$ cat config.mk
export PLATFORM = sky130hd
export DESIGN_NAME = led_pattern_ctrl
export DESIGN_NICKNAME = d
export VERILOG_FILES = /design/src/rtl/led_pattern_ctrl.sv
export SDC_FILE = /design/constraint.sdc
export NUM_CORES = 1
export LEC_CHECK = 0
export BUFFER_PORTS_ARGS = -buffer_cell sky130_fd_sc_hd__buf_2
export CELL_PAD_IN_SITES_DETAIL_PLACEMENT = 1
export CELL_PAD_IN_SITES_GLOBAL_PLACEMENT = 2
export CORE_MARGIN = 2
export CORE_UTILIZATION = 30
export CTS_CLUSTER_DIAMETER = 50
export DETAILED_ROUTE_END_ITERATION = 6
export GPL_TIMING_DRIVEN = 0
export PLACE_DENSITY = 0.72
export SYNTH_ARGS = -nofsm -noshare
export SYNTH_HDL_FRONTEND = slang
export SYNTH_SLANG_ARGS = --single-unit
$ cat constraint.sdc
create_clock -name clk -period 7 [get_ports clk]
set_input_delay 1.4 -clock clk [delete_from_list [all_inputs] [get_ports clk]]
set_output_delay 1.4 -clock clk [all_outputs]
set_load 0.03 [all_outputs]
$ cat src/rtl/led_pattern_ctrl.sv
// Multi-channel LED pattern generator: shared tick prescaler plus per-channel OFF/ON/BLINK/PWM engines.
// Configuration is loaded through a single-cycle write strobe; every output is registered.
module led_pattern_ctrl #(
    parameter int CLK_HZ  = 125_000_000,
    parameter int TICK_HZ = 1000,
    parameter int N_CH    = 4,
    parameter int CNT_W   = 16,
    // Widen beyond the minimum to let an upstream bus address channels that do not exist.
    parameter int CH_W    = (N_CH > 1) ? $clog2(N_CH) : 1
) (
    input  logic             clk,
    input  logic             reset,
    input  logic             i_wr_en,
    input  logic [CH_W-1:0]  i_wr_ch,
    input  logic [1:0]       i_wr_mode,
    input  logic [CNT_W-1:0] i_wr_period,
    input  logic [CNT_W-1:0] i_wr_duty,
    output logic             o_wr_err,
    output logic             o_tick,
    output logic [N_CH-1:0]  o_led
);

    localparam int DIV   = CLK_HZ / TICK_HZ;
    localparam int PRE_W = (DIV > 1) ? $clog2(DIV) : 1;

    typedef enum logic [1:0] {
        MODE_OFF   = 2'd0,
        MODE_ON    = 2'd1,
        MODE_BLINK = 2'd2,
        MODE_PWM   = 2'd3
    } mode_t;

    typedef struct packed {
        mode_t            mode;
        logic [CNT_W-1:0] period;  // stored already clamped to >= 1
        logic [CNT_W-1:0] duty;
        logic [CNT_W-1:0] cnt;
        logic             phase;
    } chan_t;

    logic [PRE_W-1:0] pre;
    logic             tick;
    logic             wr_ok;
    chan_t            ch_q [N_CH];
    chan_t            ch_d [N_CH];
    logic [N_CH-1:0]  led_d;

    assign tick  = (pre == PRE_W'(DIV - 1));
    assign wr_ok = i_wr_en && (32'(i_wr_ch) < 32'(N_CH));

    // NOTE: the LED is decoded from the next-state channel values and then registered, so a write
    // or a counter wrap is visible on the very edge that causes it, with no input-to-output path.
    always_comb begin
        led_d = '0;
        for (int i = 0; i < N_CH; i++) begin
            ch_d[i] = ch_q[i];
            if (wr_ok && (i_wr_ch == CH_W'(i))) begin
                // A write overrides a coincident tick: the restarted counter ignores it.
                ch_d[i].mode   = mode_t'(i_wr_mode);
                ch_d[i].period = (i_wr_period == '0) ? CNT_W'(1) : i_wr_period;
                ch_d[i].duty   = i_wr_duty;
                ch_d[i].cnt    = '0;
                ch_d[i].phase  = 1'b0;
            end else if (tick) begin
                if (ch_q[i].cnt >= ch_q[i].period - 1'b1) begin
                    ch_d[i].cnt   = '0;
                    ch_d[i].phase = ~ch_q[i].phase;
                end else begin
                    ch_d[i].cnt = ch_q[i].cnt + 1'b1;
                end
            end

            unique case (ch_d[i].mode)
                MODE_OFF:   led_d[i] = 1'b0;
                MODE_ON:    led_d[i] = 1'b1;
                MODE_BLINK: led_d[i] = ch_d[i].phase;
                MODE_PWM:   led_d[i] = (ch_d[i].cnt < ch_d[i].duty);
                default:    led_d[i] = 1'b0;
            endcase
        end
    end

    // NOTE: the channel array is a handful of flops, not a RAM, so it is reset along with
    // everything else; every channel must come up OFF with period 1.
    always_ff @(posedge clk or posedge reset) begin
        if (reset) begin
            pre      <= '0;
            o_tick   <= 1'b0;
            o_wr_err <= 1'b0;
            o_led    <= '0;
            for (int i = 0; i < N_CH; i++) begin
                ch_q[i] <= '{mode: MODE_OFF, period: CNT_W'(1), duty: '0, cnt: '0, phase: 1'b0};
            end
        end else begin
            pre      <= tick ? '0 : pre + 1'b1;
            o_tick   <= tick;
            o_wr_err <= i_wr_en && !wr_ok;
            o_led    <= led_d;
            ch_q     <= ch_d;
        end
    end

endmodule

# Word level (Yosys, flattened, before mapping)
# Index checks and enable logic that the tools add are counted.
# op_classes
addsub	9
order_cmp	8
n_eq_ne	16
n_mux	26
bitwise_logic	4
n_reduce_logical	10
# op_table
cell	count
$mux W17	9
$mux W34	4
$mux W16	5
$add A16 B1 Y16 const B	4
$ge A16 B16 Y1	4
$lt A16 B16 Y1	4
$sub A16 B1 Y16 const B	4
$eq A2 B2 Y1 const B	10
$add A17 B1 Y17 const B	1
$eq A17 B17 Y1 const B	1
$logic_not A16 Y1	1
$pmux W1 S4	4
$eq A2 B1 Y1 const B	5
$logic_not A2 Y1	5
$logic_and A1 B1 Y1	4
$mux W1	4
$not A1 Y1	4
# word_totals
register_bits	226
input_bits	39
output_inout_bits	6
wordCells	96

# Depth between registers and ports, before layout
# Gate-level depths: netlist of the first run.
# logic_depth
ltp_word	7
depth_mapped	21
mapped_depth_nobuf	20

# Worst setup path after synthesis of the first run
# No wires, ideal clock.
# synth_timing
kind	flip-flop to flip-flop
from	reg ch_q[191] in the netlist's numbering
to	reg o_led[0]
setup_ps	131
arrival_ps	4912
required_time_ps	6869
slack_ps	1957
stages_incl_launch_ff	22
path_buffers	1
period_less_slack_ps	5043
path_cell_list	dfrtp_1 or4_1 or4_1 nor2_1 nand2_1 nor4_1 xnor2_1 ha_1 nand4_1 nor3_1 o2111ai_1 nand3_1 a21o_1 buf_1 nor2_1 ha_1 a21oi_1 nor2b_1 a221o_1 or4_1 o32ai_1 o21ai_1
# synth_rtl
element	line	source
start: declaration	44	chan_t ch_q [N_CH];
start signal: indexed assignment	92	ch_q[i] <= '{mode: MODE_OFF, period: CNT_W'(1), duty: '0, cnt: '0, phase: 1'b0};
start signal: assignment	99	ch_q <= ch_d;
end signal: assignment	98	o_led <= led_d;
end: declaration	20	output logic [N_CH-1:0] o_led

==> flow_summary.yaml, run 1 <==
synthesis:
  synth_ff_type: "dfrtp_1"
  postSynthAreaPerCell_sq_um: 9.380
  synth_cells: 1423
  yosysSeqAreaShare: 0.4241
  syn_area_sq_um: 13350
  ys_ff_latch: 226
  synth.net_count: 1595
  synth-edff-count: 0
  synth.distinct_cells: 65
  yosysWarnings: 0
  async_flop_share: 1.000
global_routing:
  grt_max_degree: 42
  grt_pass1_wl_um: 67060
  grt_pass1_vias: 11550
  antenna_found_initial: 0
  grt_use_total: 0.1877
  grt-ovfl-total: 0
clock_network:
  cts_setup_buffers: 0
  cts_hold_buffers: 0
  cts_tree: "done"
  worstSkewPairLatency_ns: 0.52
  clockRootBuffer: "clkbuf_16"
  cts_buffer_depth: 3
  cts_buffers: 35
  htree_levels: 2
  clock-sinks: 226
  cts_resized: 0
  clk_pin_slew_ns: 0.05
run_status:
  outcome: "complete, no violations"
finish:
  nets: 1678
  area_growth_pct: 16.35
  final_cells: 2123
  drive_gt1_frac: 0.08039
die:
  rows: 77
  die_w_um: 214.9
  io_pins: 45
  start_util: 0.3032
  die_y_um: 214.9
  die_area_sq_um: 46190
  coreArea_sq_um: 44030
detailed_routing:
  drtAntennaViolNets: 0
  wire_per_inst_um: 20.06
  drt_iter0_markers: 469
  routed_wl_um: 42590
  first_pass_iters: 4
  num_vias: 10520
  drc: 0
  via_per_inst: 4.957
run:
  max_cap_violations: 0
timing:
  period_share: 0.8784
  timing_hold_violations_final: 0
  worst_slew_pin_slew_ns: 0.9084
  slew-limit-headroom: 0.3907
  clock.fmax_mhz: 162.6
  skew_ns: 0.02530
  setup_tns_ns: 0
  fin_crit_ns: 6.149
  grt_setup_unrepaired: "no"
  setup_viol: 0
  slew_violations: 0
  hold-worst-slack_ns: 0.4844
pwr:
  ir_worst_vdd_mv: 0.1543
  cellLeakagePower_nw: 7.586
  p_seq_frac: 0.398
  pwr-share-clk: 0.429
  power_switching_mw: 1.179
  intPower_mw: 2.742
  power_frac_comb: 0.173
  p_per_area_nw_per_um2: 252.5
  p_sw_frac: 0.3008
worst_setup_path:
  worstSetupStartpointType: "register"
  cp_max_fo: 10
  crit_path_cell_trace: "or4_1 > or4_1 > nor2_1 > nand2_1 > nor4_1 > xnor2_1 > ha_1 > nand4_1 > nor3_1 > o2111ai_1 > nand3_1 > a21o_1 > buf_1 > nor2_1 > ha_1 > a21oi_1 > nor2b_1 > a221o_1 > or4_1 > o32ai_1 > o21ai_1"
  arrival_ns: 6.50
  crit_required_ns: 7.35
  cp-end-kind: "register"
  slowest_delay_ns: 0.60
  critical_path_class: "register to register"
  cpMostUsedCell: "or4_1"
  slowest_stage: "or4_1"
min_path:
  hp-class: "register to register"
placement:
  dp_hpwl_um: 32090
  io_buffers: 40
  place_congestion: 0.7984
  dpl.cell_count: 2061
[worst paths after layout]
check / startpoint / end / slack (ns) / cells after the start
min: ch_q[27] / ch_q[27] / 0.48 / 2
max in group asynchronous: reset / ch_q[135] / 5.03 / 4
min in group asynchronous: reset / ch_q[162] / 1.03 / 2
min reg2reg: ch_q[27] / ch_q[27] / 0.48 / 2
max: ch_q[191] / o_led[0] / 0.85 / 21
max reg2reg: ch_q[191] / o_led[0] / 0.85 / 21
[metal layers]
| layer | global-route usage | vias to the layer above | share of wire | wire length [um] |
|---|---|---|---|---|
| li1 | - | 5076 | - | - |
| met1 | 0.2550 | 5225 | 0.46 | 19730 |
| met2 | 0.3081 | 164 | 0.46 | 19420 |
| met3 | 0.02887 | 59 | 0.051 | 2182 |
| met4 | 0.05602 | 0 | 0.029 | 1252 |
| met5 | 0 | - | 0 | 0 |
[layout by cell type, fill, tap and decap left out, types with 20 or more instances in the layout]
master     netlist  layout
nor2_1         117     117
nor4_1          20      20
a21oi_1         51      51
xor2_1          64      64
nand4_1         40      40
buf_2            4      44
nand2_1        264     264
inv_1           89      88
mux2i_1         65      65
dfrtp_1        222     222
xnor2_1         63      63
nand3_1         36      36
nor3_1          31      31
o21ai_0         30      30
clkbuf_1        28      33
clkbuf_16        0      37
ha_1           133     133
[metrics by stage]
step / setup WS [ns] / cell area, sq um / util / power [mW]
after floorplan: 1.957 / 13350 / - / 2.026
after global placement: 0.9329 / 14290 / 0.3246 / 2.224
after detailed placement: 0.7848 / 14410 / 0.3273 / 2.267
after CTS: 0.7789 / 15530 / 0.3527 / 3.977
after global routing: 0.3998 / 15530 / 0.3527 / 4.140
final: 0.8509 / 15530 / 0.3527 / 3.921
[cell type report]
class	instances	area (sq um)
Multi-Input combinational cell	1072	7209
Clock inverter	14	101.3
Inverter	89	337.8
Fill cell	5067	28500
Sequential cell	226	5660
Buffer	36	143.9
Clock buffer	47	1013
Timing Repair Buffer	46	320.3
Antenna cell	1	2.502
Tap cell	592	740.7
[Yosys cell counts, types with 10 or more instances]
library cell,number,area share
nor3_1,31,0.012
mux2i_1,65,0.049
o21ai_0,30,0.011
nand3_1,36,0.013
nor4_1,20,0.0094
xnor2_1,63,0.041
and3_1,19,0.0089
nor2_1,117,0.033
inv_1,89,0.025
nand2b_1,10,0.0047
clkbuf_1,28,0.0079
xor2_1,64,0.042
nand2_1,264,0.074
ha_1,133,0.12
a21oi_1,51,0.019
nand4_1,40,0.019
nand3b_1,12,0.0067
dfrtp_1,222,0.42
[cell families (layout without fill, tap and decap cells)]
group	count (synthesis)	after routing	synth area share
muxes	73	73	0.05549
DFF	226	226	0.4241
and+or+nand+nor	591	591	0.2057
buffers and inverters	125	232	0.03581
other	1	2	0.0002809
AOI/OAI and AO/OA	147	147	0.07068
adders and majority gates	133	133	0.1247
xor gates and xnor gates	127	127	0.08333
[critical path, delay by kind of cell, from the launching register on]
family	cells	cell delay [ns]
AO/OA/AOI/OAI	6	1.35
adder cells (fa/ha/maj)	2	0.64
buffers and inverters	1	0.42
XOR/XNOR	1	0.12
flip-flops	1	0.41
AND/OR/NAND/NOR	11	3.04
[power by group through the flow]
stage                     clock, mW  sequential [mW]  combinational, mW
after floorplan                   0             1.56              0.466
after global placement            0             1.58              0.647
after detailed placement          0             1.58              0.686
after CTS                      1.72             1.56              0.694
after global routing           1.78             1.58              0.786
final                          1.68             1.56              0.679
[flip-flops by register name, summed over array words and instances, names as in the netlist]
signal  cells
pre        17
ch_q      204
o_tick      1
o_led       4
(Power assumes the default switching activity.)
==> inputs of run 2 (changes only) <==
Settings changed: CELL_PAD_IN_SITES_DETAIL_PLACEMENT 1 to default, CELL_PAD_IN_SITES_GLOBAL_PLACEMENT 2 to default, MAX_ROUTING_LAYER from default to met4, PLACE_DENSITY 0.72 to 0.53.
==> flow_summary.yaml, run 2 (synthesis gave the netlist of run 1 again) <==
timing:
  grt_setup_unrepaired: "no"
  skew_ns: 0.03436
  clock.fmax_mhz: 167.8
  final.setup.worst_slack_ns: 1.040
  timing_hold_violations_final: 0
  setup_viol: 0
  fin_crit_ns: 5.960
  worst_slew_pin_slew_ns: 1.172
  slew_violations: 0
  setup_tns_ns: 0
  hold-worst-slack_ns: 0.4741
  period_share: 0.8514
  slew-limit-headroom: 0.2083
die:
  coreArea_sq_um: 44030
  io_pins: 45
  die_w_um: 214.9
  die_area_sq_um: 46190
  die_y_um: 214.9
  start_util: 0.3032
  rows: 77
finish:
  layout_commonest_cell: "nand2_1"
  area_growth_pct: 15.65
  top_register: "ch_q"
  seq_area_sq_um: 5660
  final_cells: 2117
  nets: 1673
  mostFrequentLayoutCells: "nand2_1 (264), dfrtp_1 (222), ha_1 (133), nor2_1 (117), inv_1 (88)"
  diodes: 0
  drive_gt1_frac: 0.07738
  multi_input_area_sq_um: 7209
  reg_top3: "ch_q x204, pre x17, o_led x4"
  largest_reg_flops: 204
  nFillCells: 4496
worst_setup_path:
  worstSetupStartpointType: "register"
  crit_required_ns: 7.44
  rrSetupSlack_ns: 1.04
  arrival_ns: 6.40
  reg2reg_from: "ch_q[190]"
  r2r_cells: 21
  cp_max_fo: 10
  critical_path_class: "register to register"
  r2r-end: "o_led[0]"
  cp-end-kind: "register"
pwr:
  p_sw_frac: 0.2999
  p_per_area_nw_per_um2: 246.0
  cellLeakagePower_nw: 7.534
  pwr-share-clk: 0.415
  intPower_mw: 2.659
  p_seq_frac: 0.409
  ir_worst_vdd_mv: 0.1460
  power_switching_mw: 1.139
  power_frac_comb: 0.176
placement:
  pre_cts_ws_ns: 1.064
  io_buffers: 40
  dp_hpwl_um: 28490
  dpl.cell_count: 2061
  place_congestion: 0.8487
clock_network:
  worstSkewPairLatency_ns: 0.59
  cts_setup_buffers: 0
  htree_levels: 1
  clock-sinks: 226
  cts_buffers: 30
  clockRootBuffer: "clkbuf_16"
  clk_pin_slew_ns: 0.06
  cts_tree: "done"
  cts_hold_buffers: 0
  cts_buffer_depth: 3
  cts_resized: 0
detailed_routing:
  via_per_inst: 4.921
  wire_per_inst_um: 18.58
  drc: 0
  num_vias: 10420
  first_pass_iters: 5
  drtAntennaViolNets: 0
  drt_iter0_markers: 712
  routed_wl_um: 39330
run_status:
  outcome: "complete, no violations"
global_routing:
  top_usage_layer: "met2"
  grt_use_total: 0.1771
  grt_pass1_wl_um: 61350
  use_met1: 0.2455
  use_met3: 0.02647
  grt_use_met2: 0.2713
  grt_pass1_vias: 10490
  grt_max_degree: 42
  antenna_found_initial: 2
  grt-ovfl-total: 0
min_path:
  holdPathEnd: "ch_q[170]"
  min_delay_path_depth: 2
  hp-start: "ch_q[170]"
  hp-class: "register to register"
run:
  max_cap_violations: 0
[run 2: changes by cell type in the layout (fill, tap and decap cells not counted)]
cell	delta
bufinv_16	+3
clkbuf_16	-7
clkbuf_8	-2
clkinv_2	-1
clkinv_4	-2
clkinv_8	+1
clkinvlp_4	+1
diode_2	-1
inv_6	+1
inv_8	+1
[run 2: worst max path at each step]
stage | slack [ns] | to | startpoint
after floorplan | 1.96 | o_led[0] | ch_q[191]
after global placement | 1.01 | o_led[0] | ch_q[191]
after detailed placement | 1.06 | o_led[0] | ch_q[191]
after CTS | 1.03 | o_led[0] | ch_q[190]
after global routing | 0.56 | o_led[0] | ch_q[190]
final | 1.04 | o_led[0] | ch_q[190]
[run 2: cell type report]
type                            count  share of cell area
Buffer                             36            0.009322
Clock buffer                       38             0.05252
Clock inverter                     18             0.01378
Inverter                           89             0.02189
Multi-Input combinational cell   1072              0.4670
Sequential cell                   226              0.3667
Tap cell                          592             0.04799
Timing Repair Buffer               46             0.02075
[run 2: metrics by stage]
step,utilization,total power [mW],cell area [sq um]
after global routing,0.3506,4.004,15440
after floorplan,-,2.026,13350
after CTS,0.3506,3.834,15440
after detailed placement,0.3273,2.238,14410
final,0.3506,3.798,15440
after global placement,0.3246,2.208,14290
[run 2: power by group through the flow]
stage	combinational, mW	clock [mW]	sequential, mW
after floorplan	0.466	0	1.56
after global placement	0.638	0	1.57
after detailed placement	0.668	0	1.57
after CTS	0.674	1.61	1.55
after global routing	0.762	1.67	1.57
final	0.668	1.58	1.55
[run 2: routing by layer]
metal | routed length (um) | vias to the layer above | share of wire
met1 | 19400 | 5077 | 0.49
met4 | 920 | 0 | 0.023
li1 | - | 5078 | -
met3 | 1626 | 58 | 0.041
met2 | 17390 | 205 | 0.44
met5 | 0 | - | 0
[run 2: critical path: stages (launching register included)]
cell	delay (ns)
dfrtp_1	0.42
or4_1	0.58
or4_1	0.46
nor2_1	0.14
nand2_1	0.11
nor4_1	0.26
xnor2_1	0.12
ha_1	0.31
nand4_1	0.14
nor3_1	0.29
o2111ai_1	0.16
nand3_1	0.26
a21o_1	0.27
buf_1	0.40
nor2_1	0.18
ha_1	0.33
and4_1	0.20
nand2_1	0.09
a221o_1	0.30
or4_1	0.40
o32ai_1	0.23
o21ai_1	0.17
